`config.mk`:
```
export PLATFORM = sky130hd
export DESIGN_NAME = cp0_unit
export DESIGN_NICKNAME = d
export VERILOG_FILES = /design/src/rtl/cp0_unit.sv
export SDC_FILE = /design/constraint.sdc
export NUM_CORES = 1
export LEC_CHECK = 0
export ABC_AREA = 1
export CORE_ASPECT_RATIO = 0.7
export CORE_MARGIN = 1.5
export CORE_UTILIZATION = 44
export CTS_CLUSTER_SIZE = 24
export DETAILED_ROUTE_END_ITERATION = 8
export PLACE_DENSITY_LB_ADDON = 0.15
export SYNTH_ARGS = -nofsm -noshare
export SYNTH_HDL_FRONTEND = slang
export SYNTH_SLANG_ARGS = --single-unit
```
`constraint.sdc`:
```
create_clock -name clk -period 1.55 [get_ports clk]
set_clock_uncertainty 0.2 [all_clocks]
set_input_delay 0.2325 -clock clk [delete_from_list [all_inputs] [get_ports clk]]
set_output_delay 0.2325 -clock clk [all_outputs]
set_load 0.02 [all_outputs]
```
`src/rtl/cp0_unit.sv`:
```
// cp0_unit: CP0 responder holding Status/Cause/EPC (+ Count/Compare timer under CP0_TIMER_EN); ports: clk, rst, ena, mfc0, mtc0, eret, exception, cause_in, addr, wdata, npc -> rdata, exc_addr, status, timer_int
module cp0_unit #(
  parameter logic [31:0] STATUS_RST = 32'h0000_0000,
  parameter int          SHIFT_AMT  = 5
) (
  input  logic        clk,
  input  logic        rst,
  input  logic        ena,
  input  logic        mfc0,
  input  logic        mtc0,
  input  logic        eret,
  input  logic        exception,
  input  logic [4:0]  cause_in,
  input  logic [4:0]  addr,
  input  logic [31:0] wdata,
  input  logic [31:0] npc,
  output logic [31:0] rdata,
  output logic [31:0] exc_addr,
  output logic [31:0] status,
  output logic        timer_int
);
  localparam logic [4:0] A_COUNT = 5'd9, A_COMPARE = 5'd11, A_STATUS = 5'd12, A_CAUSE = 5'd13, A_EPC = 5'd14;
  logic [31:0] status_q, epc_q, status_d, epc_d, cause_v, count_v, compare_v, sel;
  logic [4:0]  exc_code_q, exc_code_d;
  logic        ip7;
  logic        wr_status, wr_cause, wr_epc;
  assign wr_status = mtc0 && addr == A_STATUS;
  assign wr_cause  = mtc0 && addr == A_CAUSE;
  assign wr_epc    = mtc0 && addr == A_EPC;
  always_comb begin
    status_d   = exception ? status_q << SHIFT_AMT : eret ? status_q >> SHIFT_AMT : wr_status ? wdata : status_q;
    epc_d      = exception ? npc : wr_epc ? wdata : epc_q;
    exc_code_d = exception ? cause_in : wr_cause ? wdata[6:2] : exc_code_q;
  end
  always_ff @(posedge clk) begin
    if (rst) begin
      status_q   <= STATUS_RST;
      epc_q      <= '0;
      exc_code_q <= '0;
    end else if (ena) begin
      status_q   <= status_d;
      epc_q      <= epc_d;
      exc_code_q <= exc_code_d;
    end
  end
`ifdef CP0_TIMER_EN
  logic [31:0] count_q, compare_q;
  logic        ip7_q;
  // IP7: Compare write clears, a match sets and holds, otherwise a Cause write may load it
  always_ff @(posedge clk) begin
    if (rst) begin
      count_q   <= '0;
      compare_q <= '0;
      ip7_q     <= 1'b0;
    end else if (ena) begin
      count_q   <= (mtc0 && addr == A_COUNT) ? wdata : count_q + 32'd1;
      compare_q <= (mtc0 && addr == A_COMPARE) ? wdata : compare_q;
      ip7_q     <= (mtc0 && addr == A_COMPARE) ? 1'b0 :
                   (compare_q != '0 && count_q == compare_q) ? 1'b1 :
                   wr_cause ? wdata[15] : ip7_q;
    end
  end
  assign count_v   = count_q;
  assign compare_v = compare_q;
  assign ip7       = ip7_q;
  assign timer_int = ip7_q & status_q[15] & status_q[0];
`else
  assign count_v   = '0;
  assign compare_v = '0;
  assign ip7       = 1'b0;
  assign timer_int = 1'b0;
`endif
  assign cause_v = {16'b0, ip7, 8'b0, exc_code_q, 2'b0};
  always_comb begin
    sel   = addr == A_STATUS ? status_q : addr == A_CAUSE ? cause_v : addr == A_EPC ? epc_q :
            addr == A_COUNT ? count_v : addr == A_COMPARE ? compare_v : '0;
    rdata = mfc0 ? sel : '0;
  end
  assign exc_addr = epc_q;
  assign status   = status_q;
endmodule

```
==> results.yml, run 1 <==
outcome:
  status: "stopped before the end"
  outcome.stop_stage: "global routing (5_1_grt)"
  firstError: "[ERROR GRT-0232] Routing congestion too high. Check the congestion heatmap in the GUI."
synth:
  yosysSeqAreaShare: 0.305
  syn-cell-area_sq_um: 4530
  async_flop_share: 0
  dominantRegCellSynth: "dfxtp_1"
  synth_cell_types: 26
  synth_nets: 783
  syn_inst: 702
  synth-edff-count: 0
  yosys_warnings: 0
  syn_avg_cell_area_sq_um: 6.45
  ys_seq_elements: 69
grt:
  grt-ovfl-total: 55
  grt_start_max_net_pins: 71
  grt.total_usage: 0.829
  antenna_found_initial: 2
cts:
  cts-hold-fix-buffers: 0
  cts_buffers: 9
  cts.sinks: 69
  ctsHtreeMaxLevel: 3
  cts_max_path_buffers: 2
  ctsRootBufferMaster: "clkbuf_16"
die:
  io_pins: 178
  start_util: 0.460
  die_h_um: 87.9
  row_count: 30
  die_x_um: 124
timing:
  crit_endpoint: "rdata[6]"
  worst_endpoint_kind: "output port"
placement:
  gp_congestion: 0.967
  dp_hpwl_um: 15100
  io_buffer_count: 176
-- cells in the mapped netlist (3+ instances only) --
library cell	count	share of area
a31oi_1	5	0.0069
buf_2	17	0.019
a21oi_1	109	0.12
dfxtp_1	69	0.31
buf_6	9	0.022
nor2_1	82	0.068
buf_1	6	0.0050
inv_1	10	0.0083
clkbuf_1	18	0.015
nand2_1	128	0.11
nor2_2	3	0.0041
buf_4	19	0.032
nand3_1	159	0.18
o21ai_0	25	0.028
mux2i_1	25	0.055
nand3b_1	5	0.0083
-- per-stage QoR --
stage,setup WS [ns],instance area (sq um),TNS (ns),std cells,utilization
2_1_floorplan,-0.0850,4730,-0.326,702,-
3_3_place_gp,-0.994,7190,-69.30,1036,0.731
3_5_place_dp,-1.03,7190,-71.24,1036,0.731
4_1_cts,-0.244,8810,-7.47,1105,0.896
-- logic make-up after synthesis --
family          synth area share
simple gates               0.376
flops                      0.305
compound gates             0.158
buf+inv                    0.105
other cells             0.000829
mux                       0.0553
-- routing by layer --
layer  track usage  overflow
met3         0.717         4
met4         0.865        25
met5         0.487         0
met2         0.966        25
met1         0.811         1
-- repair_timing --
item                                    4_1_cts
pin swaps                                    32
endpoints found under the hold margin         0
cloned                                       14
gates resized for setup                     552
buffers inserted                             42
endpoints found under the setup margin      160
==> run 2, diff against run 1 <==
- CORE_ASPECT_RATIO: 0.7 -> unset
- CORE_UTILIZATION: 44 -> 35
- CTS_CLUSTER_SIZE: 24 -> unset
==> run 2 against run 1 <==
Compared with the run above: the flow now finishes, with violations (negative setup slack); synthesized cell count unchanged; synthesized area is the same.
==> results.yml, run 2 <==
timing:
  setup_violations: 83
  max_freq_ghz: 0.567
  fin_crit_sh: 1.14
  hold_viol: 0
  finalCriticalPeriod_ns: 1.76
  grt_setup_unrepaired: "yes"
  fin_ws_ns: -0.213
  slew_viol_final: 0
setup_path:
  path_class: "primary input to output pin"
  crit_top_cell: "buf_8"
  crit_arrival_ns: 1.33
  r2r_slack_ns: 0.22
  path_cells: "buf_8 > nor2_4 > buf_12 > buf_8 > clkbuf_16 > nand3_4 > a31oi_4 > buf_6"
  cp_max_fo: 4
  crit_path_end_kind: "output pin"
  cp-start-kind: "primary input"
  r2r_start: "status[14]$_SDFFE_PP0P_"
  ff2ff_path_depth: 7
  r2r-end: "status[9]$_SDFFE_PP0P_"
  max_stage_delay_ns: 0.20
  slowest_stage: "a31oi_4"
  required_ns: 1.12
cts:
  cts_max_path_buffers: 2
  cts.sinks: 69
  cts_tree: "done"
  clkTransAtPathRegs_ns: 0.05
  ctsRootBufferMaster: "clkbuf_16"
  cts-hold-fix-buffers: 0
  ctsHtreeMaxLevel: 3
  cts_buffers: 9
  worstSkewPairLatency_ns: 0.34
die:
  coreArea_sq_um: 12600
  row_count: 41
  dieArea_sq_um: 13600
  die_x_um: 117
  die_h_um: 117
  start_util: 0.359
  io_pins: 178
final_layout:
  drive_gt1_frac: 0.537
  num_antenna_cells: 0
  final_common_cell: "nand2_1"
  post-route-util: 0.753
  instances_no_fill: 1141
  syn_to_final_growth_pct: 110
  mostFrequentLayoutCells: "nand2_1, buf_4, nand3_2"
  nNetsFinal: 1047
outcome:
  status: "finished, violations left"
  violations: "negative setup slack"
detailed_routing:
  drtPass1Iterations: 5
  vias: 6686
  postRouteWirelength_um: 27100
  drt.antenna.violating_nets: 0
  routedWlPerCell_um: 23.8
  drt_iter0_drc: 695
  drc: 0
  routed_via_density: 5.86
hold_path:
  min_from: "ena"
  hold_end: "exc_addr[30]$_SDFFE_PP0P_"
  hold_class: "primary input to flip-flop"
  hold_depth: 3
synth:
  synth_area_leaders: "dfxtp_1, nand3_1, a21oi_1"
  synthTopCellsByCount: "nand3_1, nand2_1, a21oi_1, nor2_1, dfxtp_1"
  syn_inst: 702
  syn_avg_cell_area_sq_um: 6.45
  yosys_warnings: 0
  synth-edff-count: 0
  syn-cell-area_sq_um: 4530
  yosysSeqAreaShare: 0.305
  synth_cell_types: 26
  synth_nets: 783
  async_flop_share: 0
  yosysMostFrequentCell: "nand3_1"
  dominantRegCellSynth: "dfxtp_1"
  synth_top_area_share: 0.305
  yosysTopAreaCell: "dfxtp_1"
  ys_seq_elements: 69
power:
  clockPowerShare: 0.305
  powerDensity_nw_per_um2: 672
  internal_power_mw: 4.13
  swShare: 0.353
  ir_worst_vdd_mv: 0.702
  power.switching_mw: 2.26
  power_frac_seq: 0.327
  power.leakage_nw: 3.80
  finalPower_mw: 6.39
  comb_power_share: 0.368
run:
  maxCapViolations: 0
placement:
  io_buffer_count: 176
  dp.cells: 1083
  dp_hpwl_um: 15400
  gp_congestion: 0.983
grt:
  grt.total_usage: 0.342
  grt_start_max_net_pins: 49
  antenna_found_initial: 0
  grt-ovfl-total: 0
  grt_pass1_vias: 6006
  grt_pass1_wl_um: 34600
==> run 2: cell counts after synthesis <==
No cell type changed its count.
==> run 2: cell type report <==
| cell class | instances | area [sq um] |
|---|---|---|
| clock buffer | 12 | 256 |
| clock inverter | 2 | 10.0 |
| fill | 867 | 3120 |
| inverter | 14 | 60.1 |
| multi-input combinational | 551 | 4080 |
| sequential | 69 | 1430 |
| tap | 172 | 215 |
| timing repair buffer | 320 | 3450 |
| timing repair inverter | 1 | 7.51 |
==> run 2: critical path, delay by kind of cell <==
family,cells,cell delay [ns]
AND/OR/NAND/NOR,2,0.25
buffers and inverters,5,0.65
AO/OA/AOI/OAI,1,0.20
==> run 2: repair_timing <==
item / in CTS / in global routing
gates resized for setup: 524 / 232
setup buffers: 21 / 2
gates cloned: 15 / 11
pin swaps: 38 / 49
endpoints found under the setup margin: 165 / 130
==> run 2: per-layer routing <==
| layer | GRT usage | wire, um |
|---|---|---|
| met1 | 0.451 | 10400 |
| met2 | 0.532 | 12600 |
| met3 | 0.0887 | 2660 |
| met4 | 0.139 | 1530 |
| met5 | 0 | 0 |
==> run 2: kinds of logic (layout without fill, tap and decap cells) <==
family,count (synthesis),count (layout),share of synthesized area
other cells,1,1,0.000829
mux,25,25,0.0553
flops,69,69,0.305
simple gates,383,384,0.376
compound gates,141,141,0.158
buf+inv,83,349,0.105
==> run 2: how the worst max path moves through the flow <==
stage | start | end | slack [ns]
6_report | addr[4] | rdata[6] | -0.21
5_1_grt | addr[3] | rdata[6] | -0.24
4_1_cts | addr[2] | rdata[3] | -0.19
3_5_place_dp | addr[2] | rdata[4] | -1.02
3_3_place_gp | addr[3] | rdata[5] | -0.98
2_1_floorplan | addr[3] | rdata[27] | -0.09
==> run 2: power by group through the flow <==
stage	combinational [mW]	sequential (mW)	clock, mW
floorplan	0.702	2.20	0
global placement	1.81	2.05	0
detailed placement	1.83	2.05	0
CTS	2.03	2.04	1.95
global route	2.46	2.09	2.02
finish	2.35	2.09	1.95
==> run 2: through the flow <==
step,worst slack [ns],setup TNS [ns],hold WS [ns],instance area (sq um)
finish,-0.213,-7.94,0.133,9500
floorplan,-0.0850,-0.326,0.252,4730
CTS,-0.186,-4.28,0.112,8620
global route,-0.238,-10.55,0.142,9500
detailed placement,-1.02,-71.53,0.281,7330
global placement,-0.977,-68.69,0.285,7330
Note: power is estimated with default switching activity, not from simulation.
